$ cat config.mk
export PLATFORM = sky130hd
export DESIGN_NAME = udp_rx_parser
export DESIGN_NICKNAME = d
export VERILOG_FILES = /design/src/rtl/udp_rx_parser.sv
export SDC_FILE = /design/constraint.sdc
export NUM_CORES = 1
export LEC_CHECK = 0
export CORE_MARGIN = 10
export CORE_UTILIZATION = 50
export DETAILED_ROUTE_END_ITERATION = 16
export PLACE_DENSITY_LB_ADDON = 0.1
export SYNTH_ARGS = -nofsm -noshare
export SYNTH_HDL_FRONTEND = slang
export SYNTH_SLANG_ARGS = --single-unit
$ cat constraint.sdc
create_clock -name clk -period 14.9 [get_ports clk]
set_input_delay 4.47 -clock clk [delete_from_list [all_inputs] [get_ports clk]]
set_output_delay 4.47 -clock clk [all_outputs]
set_load 0.05 [all_outputs]
$ cat src/rtl/udp_rx_parser.sv
// udp_rx_parser: parses the UDP header from the IP decoder payload stream,
// forwards payload words with byte-keep, and issues a one-cycle verdict
// (done/pkt_ok/err_code) after checking length and pseudo-header checksum.
module udp_rx_parser #(
  parameter logic [15:0] LOCAL_PORT = 16'd0,
  parameter logic        FILTER_EN  = 1'b0
) (
  input  logic        clk,
  input  logic        reset,
  input  logic [31:0] data_in,
  input  logic        wr_en_in,
  input  logic        fin_in,
  input  logic        ok_in,
  input  logic [15:0] len_in,
  input  logic [31:0] src_ip,
  input  logic [31:0] dest_ip,
  input  logic [7:0]  protocol,
  output logic [15:0] src_port,
  output logic [15:0] dst_port,
  output logic [15:0] udp_length,
  output logic [31:0] data_out,
  output logic [3:0]  keep,
  output logic        valid_out,
  output logic        last_out,
  output logic        done,
  output logic        pkt_ok,
  output logic [2:0]  err_code
);

  typedef enum logic [1:0] {IDLE, HDR1, PAYLOAD, DROP} state_t;

  localparam logic [2:0] ERR_NONE  = 3'd0;
  localparam logic [2:0] ERR_PROTO = 3'd1;
  localparam logic [2:0] ERR_PORT  = 3'd2;
  localparam logic [2:0] ERR_LEN   = 3'd3;
  localparam logic [2:0] ERR_SHORT = 3'd4;
  localparam logic [2:0] ERR_CSUM  = 3'd5;
  localparam logic [2:0] ERR_TRUNC = 3'd6;

  state_t      state;
  logic [31:0] acc;
  logic [15:0] remaining;
  logic [15:0] csum_field;
  logic [2:0]  drop_err;

  logic [31:0] word_sum;
  logic [31:0] pseudo_sum;
  logic [15:0] hdr_len;
  logic [31:0] acc_hdr;
  logic [31:0] acc_pay;
  logic [15:0] rem_after;
  logic [3:0]  keep_next;
  logic [2:0]  idle_err;
  logic [2:0]  hdr_err;
  logic [2:0]  hdr_verdict;
  logic [2:0]  pay_verdict;

  // Ones-complement fold: the carry is added back twice so the result fits in 16 bits.
  function automatic logic [15:0] fold(input logic [31:0] s);
    logic [16:0] t1;
    logic [16:0] t2;
    t1 = {1'b0, s[15:0]} + {1'b0, s[31:16]};
    t2 = {1'b0, t1[15:0]} + {16'd0, t1[16]};
    return t2[15:0];
  endfunction

  // Next-state arithmetic for the accumulator, byte counter and verdicts of each state.
  always_comb begin
    word_sum    = {16'd0, data_in[31:16]} + {16'd0, data_in[15:0]};
    pseudo_sum  = {16'd0, src_ip[31:16]} + {16'd0, src_ip[15:0]}
                + {16'd0, dest_ip[31:16]} + {16'd0, dest_ip[15:0]} + 32'h0000_0011;
    hdr_len     = data_in[31:16];
    acc_hdr     = acc + {16'd0, hdr_len} + {16'd0, hdr_len} + {16'd0, data_in[15:0]};
    acc_pay     = (remaining != 16'd0) ? acc + word_sum : acc;
    rem_after   = (remaining >= 16'd4) ? remaining - 16'd4 : 16'd0;
    keep_next   = 4'b0000;
    if (remaining >= 16'd4) begin
      keep_next = 4'b1111;
    end else begin
      case (remaining[1:0])
        2'd3:    keep_next = 4'b1110;
        2'd2:    keep_next = 4'b1100;
        2'd1:    keep_next = 4'b1000;
        default: keep_next = 4'b0000;
      endcase
    end

    idle_err = ERR_NONE;
    if (protocol != 8'd17 || !ok_in) begin
      idle_err = ERR_PROTO;
    end else if (FILTER_EN && data_in[15:0] != LOCAL_PORT) begin
      idle_err = ERR_PORT;
    end

    hdr_err = ERR_NONE;
    if (hdr_len < 16'd8) begin
      hdr_err = ERR_SHORT;
    end else if (hdr_len != len_in) begin
      hdr_err = ERR_LEN;
    end

    hdr_verdict = ERR_NONE;
    if (hdr_len != 16'd8) begin
      hdr_verdict = ERR_TRUNC;
    end else if (data_in[15:0] != 16'd0 && fold(acc_hdr) != 16'hFFFF) begin
      hdr_verdict = ERR_CSUM;
    end

    pay_verdict = ERR_NONE;
    if (rem_after != 16'd0) begin
      pay_verdict = ERR_TRUNC;
    end else if (csum_field != 16'd0 && fold(acc_pay) != 16'hFFFF) begin
      pay_verdict = ERR_CSUM;
    end
  end

  // Parser state machine: header capture, payload forwarding and registered verdict.
  always_ff @(posedge clk) begin
    if (reset) begin
      state      <= IDLE;
      acc        <= 32'd0;
      remaining  <= 16'd0;
      csum_field <= 16'd0;
      drop_err   <= ERR_NONE;
      src_port   <= 16'd0;
      dst_port   <= 16'd0;
      udp_length <= 16'd0;
      data_out   <= 32'd0;
      keep       <= 4'd0;
      valid_out  <= 1'b0;
      last_out   <= 1'b0;
      done       <= 1'b0;
      pkt_ok     <= 1'b0;
      err_code   <= ERR_NONE;
    end else begin
      data_out  <= 32'd0;
      keep      <= 4'd0;
      valid_out <= 1'b0;
      last_out  <= 1'b0;
      done      <= 1'b0;
      pkt_ok    <= 1'b0;
      err_code  <= ERR_NONE;
      if (wr_en_in) begin
        case (state)
          IDLE: begin
            src_port <= data_in[31:16];
            dst_port <= data_in[15:0];
            acc      <= pseudo_sum + word_sum;
            if (fin_in) begin
              done     <= 1'b1;
              err_code <= (idle_err != ERR_NONE) ? idle_err : ERR_TRUNC;
              state    <= IDLE;
            end else if (idle_err != ERR_NONE) begin
              drop_err <= idle_err;
              state    <= DROP;
            end else begin
              state <= HDR1;
            end
          end
          HDR1: begin
            udp_length <= hdr_len;
            csum_field <= data_in[15:0];
            acc        <= acc_hdr;
            remaining  <= hdr_len - 16'd8;
            if (hdr_err != ERR_NONE) begin
              if (fin_in) begin
                done     <= 1'b1;
                err_code <= hdr_err;
                state    <= IDLE;
              end else begin
                drop_err <= hdr_err;
                state    <= DROP;
              end
            end else if (fin_in) begin
              done     <= 1'b1;
              err_code <= hdr_verdict;
              pkt_ok   <= (hdr_verdict == ERR_NONE);
              state    <= IDLE;
            end else begin
              state <= PAYLOAD;
            end
          end
          PAYLOAD: begin
            if (remaining != 16'd0) begin
              acc       <= acc_pay;
              data_out  <= data_in;
              keep      <= keep_next;
              valid_out <= 1'b1;
              last_out  <= (rem_after == 16'd0);
              remaining <= rem_after;
            end
            if (fin_in) begin
              done     <= 1'b1;
              err_code <= pay_verdict;
              pkt_ok   <= (pay_verdict == ERR_NONE);
              state    <= IDLE;
            end
          end
          DROP: begin
            if (fin_in) begin
              done     <= 1'b1;
              err_code <= drop_err;
              state    <= IDLE;
            end
          end
          default: state <= IDLE;
        endcase
      end
    end
  end

endmodule

## Word-level counts from Yosys, hierarchy flattened

Cells that the tools add are included.

| operators by class | value |
|---|---|
| magnitude comparators | 2 |
| equality and inequality tests | 17 |
| reduce and logical (&&, ||, !) cells | 28 |
| add/subtract/negate cells | 16 |
| bitwise operators | 3 |
| muxes and demuxes | 42 |

Operators with widths:

| kind | count |
|---|---|
| adder 32 x 16 -> 32 bit | 3 |
| case mux 32 bit (3 select lines) | 1 |
| adder 16 x 16 -> 17 bit | 4 |
| 2-to-1 mux 32 bit | 2 |
| nonzero test 16 bit | 4 |
| 2-to-1 mux 3 bit | 16 |
| adder 16 x 1 -> 16 bit | 2 |
| adder 32 x 17 -> 32 bit | 1 |
| 2-to-1 mux 16 bit | 2 |
| inequality test 16 bit, second input constant | 2 |
| case mux 16 bit (2 select lines) | 1 |
| adder 20 x 17 -> 21 bit | 1 |
| adder 19 x 5 -> 20 bit, second input constant | 1 |
| adder 18 x 16 -> 19 bit | 1 |
| adder 17 x 16 -> 18 bit | 1 |
| greater-or-equal comparator 16 x 3 -> 1 bit, second input constant | 1 |
| zero test 16 bit | 1 |
| less-than comparator 16 x 4 -> 1 bit, second input constant | 1 |
| inequality test 16 bit | 1 |
| inequality test 16 x 4 -> 1 bit, second input constant | 1 |
| subtractor 16 x 3 -> 16 bit, second input constant | 1 |
| subtractor 16 x 4 -> 16 bit, second input constant | 1 |
| 2-to-1 mux 2 bit | 7 |
| case mux 3 bit (4 select lines) | 1 |
| 25 further kinds | 51 |

| storage, ports and cells | value |
|---|---|
| logic and storage cells | 123 |
| bits in registers | 160 |
| output and inout bits | 91 |
| bits of input ports | 125 |

## Logic depth before layout (Yosys ltp)

| depth | value |
|---|---|
| word-level depth | 13 |
| depth in mapped cells | 42 |
| depth with buffers taken out | 42 |

## Least setup slack after synthesis

Ideal clock, no wire load.

| path | value |
|---|---|
| kind | input-to-reg |
| start | input data_in[0] |
| end | register pkt_ok |
| setup time | 0.078 ns |
| stages | 40 |
| arrival | 11.739 ns |
| path slack | 3.083 ns |
| path through | ha_1 -> inv_1 -> fa_1 -> nor2b_1 -> o21ai_0 -> a21boi_0 -> o21ai_0 -> a21boi_0 -> o21ai_0 -> a21oi_1 -> o41ai_1 -> o21ai_0 -> xor2_1 -> ha_1 -> inv_1 -> or3_1 -> nor2b_1 -> a211oi_1 -> (+4 left out) -> ha_1 -> a21o_1 -> a21oi_1 -> nand3_1 -> a41oi_2 -> o2111ai_1 -> a21oi_1 -> o21bai_1 -> a21o_1 -> ha_1 -> ha_1 -> nand2_1 -> or3b_2 -> nor4_1 -> and3_1 -> o32ai_2 -> o32a_1 -> nor3_1 |

| on the way | value |
|---|---|
| word-level cells in the longest chain between the ends | 12 |

Ends and longest elaborated chain:

| item | line | source |
|---|---|---|
| start: declaration | 10 | `input logic [31:0] data_in,` |
| adder 16 x 16 -> 17 bit | 69 | `word_sum = {16'd0, data_in[31:16]} + {16'd0, data_in[15:0]};` |
| adder 32 x 17 -> 32 bit | 74 | `acc_pay = (remaining != 16'd0) ? acc + word_sum : acc;` |
| 2-to-1 mux 32 bit | 74 |  |
| adder 16 x 16 -> 17 bit | 62 | `t1 = {1'b0, s[15:0]} + {1'b0, s[31:16]};` |
| adder 16 x 1 -> 16 bit | 63 | `t2 = {1'b0, t1[15:0]} + {16'd0, t1[16]};` |
| inequality test 16 bit | 112 | `end else if (csum_field != 16'd0 && fold(acc_pay) != 16'hFFFF) begin` |
| logical AND 1 bit | 112 |  |
| 2-to-1 mux 3 bit | 112 |  |
| 2-to-1 mux 3 bit | 110 | `if (rem_after != 16'd0) begin` |
| zero test 3 bit | 195 | `pkt_ok <= (pay_verdict == ERR_NONE);` |
| 2-to-1 mux 1 bit | 192 | `if (fin_in) begin` |
| case mux 1 bit (2 select lines) * | 144 | `case (state)` |
| end signal: assignment | 177 | `pkt_ok <= (hdr_verdict == ERR_NONE);` |
| end signal: assignment | 195 |  |
| end: declaration | 26 | `output logic pkt_ok,` |

Mark *: on every way between the ends. The rest lies on a longest branch, timed or not.
A chain may end at the register's enable or synchronous reset.

## Worst setup path after layout

Ends and elaborated chain as after synthesis.

==> metrics.md <==
| Metric | Value |
|---|---|
| Final Wtd Congestion | `0.985` |
| Critical path depth in cells | `41` |
| Dpl cells | `2,348` |
| Crit Path Category | `input pin to register` |
| DP Worst Slack | `1170 ps` |
| Layout area overhead | `21.3%` |
| Crit-path max cell delay | `620 ps` |
| Hold Crit Class | `register to register` |
| Mapped Area | `0.0143 sq mm` |
| N_diodes | `0` |
| Met3 GRT Util | `6.45%` |
| Final worst setup slack | `1390 ps` |
| Period minus WS final | `13,510 ps` |
| CP bufs+invs | `3` |
| Final net count | `2,315` |
| Post-synthesis net count | `2,146` |
| Post-synth ARST share | `0%` |
| Total GRT Usage | `27.2%` |
| Top post-synthesis cells by area | `dfxtp_1, ha_1, fa_1, nand2_1, a21oi_1` |
| Number of buffers created by CTS | `17` |
| Unique masters post-synth | `85` |
| Post-route cell area | `0.0173 sq mm` |
| Cell taking the most area after synthesis | `dfxtp_1` |
| Max-Cap Viols | `0` |
| Final hold slack | `453 ps` |
| Crit path to | `pkt_ok$_SDFF_PP0_` |
| CP endpoint kind | `register` |
| Worst reg2reg endpoint | `err_code[2]$_SDFF_PP0_` |
| Layout cell share with drive strength beyond 1 | `4.25%` |
| Vias in the first global route | `13,400` |
| Post-DP Area | `0.0167 sq mm` |
| Clock Latency Late Sink | `450 ps` |
| # fillers | `2,518` |
| Seq/Total Area, Yosys | `22.5%` |
| Avg Synthesized Cell Area | `7.84 sq um` |
| FF-to-FF Start | `acc[1]$_SDFFE_PP0P_` |
| Slew margin rel. | `24.0%` |
| Max H-tree Level | `4` |
| Setup Buffers After CTS | `0` |
| Setup_tns | `0 ps` |
| Core area | `0.0279 sq mm` |
| Tot Pwr | `2.92 mW` |
| Post-Route WL | `50,100 um` |
| Via Count | `14,100` |
| Family with the most delay on the worst path | `compound AO/OA/AOI/OAI gates` |
| Root Buffer | `clkbuf_16` |
| Dominant synthesized flop cell | `dfxtp_1` |
| Largest net degree at the start of global routing | `78` |
| CP arrival | `13,860 ps` |
| Worst EP required | `15,250 ps` |
| Worst slew pin tran | `1140 ps` |
| CTS Hold Bufs | `0` |
| Grt met1 use | `35.2%` |
| Residual DRC | `0` |
| Crit-path max FO | `8` |
| Row cnt | `61` |
| Initial detailed-routing violation count | `1,346` |
| Longest Clk Path Bufs | `2` |
| Initial antenna violation count | `2` |
| Fin util | `61.9%` |
| CTS Sinks | `160` |
| Total grt overflow | `0` |
| Reg2Reg Depth | `31` |
| IO Pins | `216` |
| Dpl hpwl | `39,100 um` |
| Most Crowded Layer GR | `met2` |
| Post-CTS sizing | `0` |
| Initial core utilization | `51.0%` |
| Port Buffers | `215` |
| Non-filler cells, final | `2,380` |
| Final Skew | `14.9 ps` |
| First-pass GRT wire length | `76,600 um` |
| Critical Path Start Type | `input pin` |
| Beginning of the critical path | `data_in[0]` |
| Warnings, synthesis | `0` |
| R2r setup slk | `6390 ps` |
| Met2 global-route usage | `44.3%` |
| Crit-path most repeated cell | `ha_1` |
| Clk pin slew, worst setup/hold paths | `70 ps` |
| Commonest non-fill, non-tap cell in the layout | `nand2_1` |
| Router iterations before antenna repair | `5` |
| Period utilization | `90.7%` |
| Chip height | `189 um` |
| Vias per cell | `5.92` |
| Yosys top cell area share | `22.5%` |
| Commonest non-fill, non-tap cells in the layout | `nand2_1, clkdlybuf4s50_1, a21oi_1` |
| Fmax | `74.0 MHz` |
| Synthesized flop and latch total | `160` |
| Detail Route Antenna Nets | `0` |
| CP max-delay cell | `clkdlybuf4s50_1` |
| Die Area | `0.0357 sq mm` |
| Final max-slew violation count | `0` |
| RSZ-0062 raised after global routing | `false` |
| Synth Instances | `1,820` |
| Final Hold Fails | `0` |
| Status | `finished, final reports clean` |
| Worst vdd ir | `0.104 mV` |
| Pwr dens | `169 mW/mm^2` |
| Die width | `189 um` |
| Setup-failing EPs final | `0` |
| Leakage | `7.19 nW` |
| Mean routed wirelength per cell | `21.1 um` |
| Number of synthesized flops with an enable pin | `0` |
| TritonCTS clock tree | `done` |
==> area by class of cell <==
class / count / area, sq um / share of cell area (%)
multi-input cells: 1448 / 10300 / 59.3
flip-flops and latches: 160 / 3200 / 18.5
repair buffers: 234 / 2290 / 13.3
inverters: 128 / 480 / 2.78
well taps: 378 / 473 / 2.73
clock buffers: 18 / 429 / 2.48
clock inverters: 14 / 168 / 0.969
==> worst min path at each step <==
stage / cells after the start / slack [ps] / start / to
detailed placement: 2 / 450 / udp_length[15]$_SDFFE_PP0P_ / udp_length[15]$_SDFFE_PP0P_
global placement: 2 / 440 / udp_length[2]$_SDFFE_PP0P_ / udp_length[2]$_SDFFE_PP0P_
floorplan: 2 / 440 / csum_field[14]$_SDFFE_PP0P_ / csum_field[14]$_SDFFE_PP0P_
global route: 2 / 470 / udp_length[13]$_SDFFE_PP0P_ / udp_length[13]$_SDFFE_PP0P_
finish: 2 / 450 / src_port[1]$_SDFFE_PP0P_ / src_port[1]$_SDFFE_PP0P_
CTS: 2 / 460 / src_port[15]$_SDFFE_PP0P_ / src_port[15]$_SDFFE_PP0P_
==> kinds of logic after synthesis <==
logic type / share of synthesized area (%)
buffers and inverters: 5.65
flip-flops: 22.5
AND/OR/NAND/NOR: 21.6
multiplexers: 0.518
AO/OA/AOI/OAI: 20.1
XOR/XNOR: 8.47
adder cells (fa/ha/maj): 21.2
==> worst register-to-register path, delay by kind of cell, from the launching register on <==
kind            cells  cell delay, ps
flops               1             490
xor+xnor            2             340
simple gates        6            1170
fa+ha+maj           6            1960
compound gates     17            4450
==> state kept, by name (all words and copies together) (netlist names), 2 cells and up <==
register	flops
acc	32
csum_field	16
data_out	32
drop_err	3
dst_port	16
err_code	3
keep	4
remaining	16
src_port	16
state	2
udp_length	16
==> report_power, final <==
group	switching [mW]	total, mW	internal [mW]
logic	1.20	1.96	0.756
clock network	0.217	0.456	0.239
registers	0.0478	0.508	0.460
total	1.47	2.92	1.46
==> synthesized netlist by cell type, types with 9 or more instances <==
| cell | instances |
|---|---|
| a211oi_1 | 26 |
| a21o_1 | 23 |
| a21oi_1 | 170 |
| a221oi_1 | 17 |
| a31oi_1 | 12 |
| and2_1 | 38 |
| and3_1 | 18 |
| clkbuf_1 | 71 |
| dfxtp_1 | 160 |
| fa_1 | 68 |
| ha_1 | 133 |
| inv_1 | 126 |
| nand2_1 | 240 |
| nand2b_1 | 15 |
| nand3_1 | 41 |
| nand4_1 | 17 |
| nor2_1 | 154 |
| nor2b_1 | 14 |
| nor3_1 | 52 |
| nor4_1 | 25 |
| o21a_1 | 18 |
| o21ai_0 | 83 |
| o21bai_1 | 9 |
| or3_1 | 10 |
| xnor2_1 | 77 |
| xor2_1 | 59 |
==> layer usage <==
layer  part of all wire [%]  vias up  wire length, um
met2                     46      606            23200
met3                    7.8       92             3900
met4                    2.5        2             1260
met1                     43     6715            21800
li1                       -     6669                -
met5                  0.026        -               13
(Power assumes the default switching activity.)
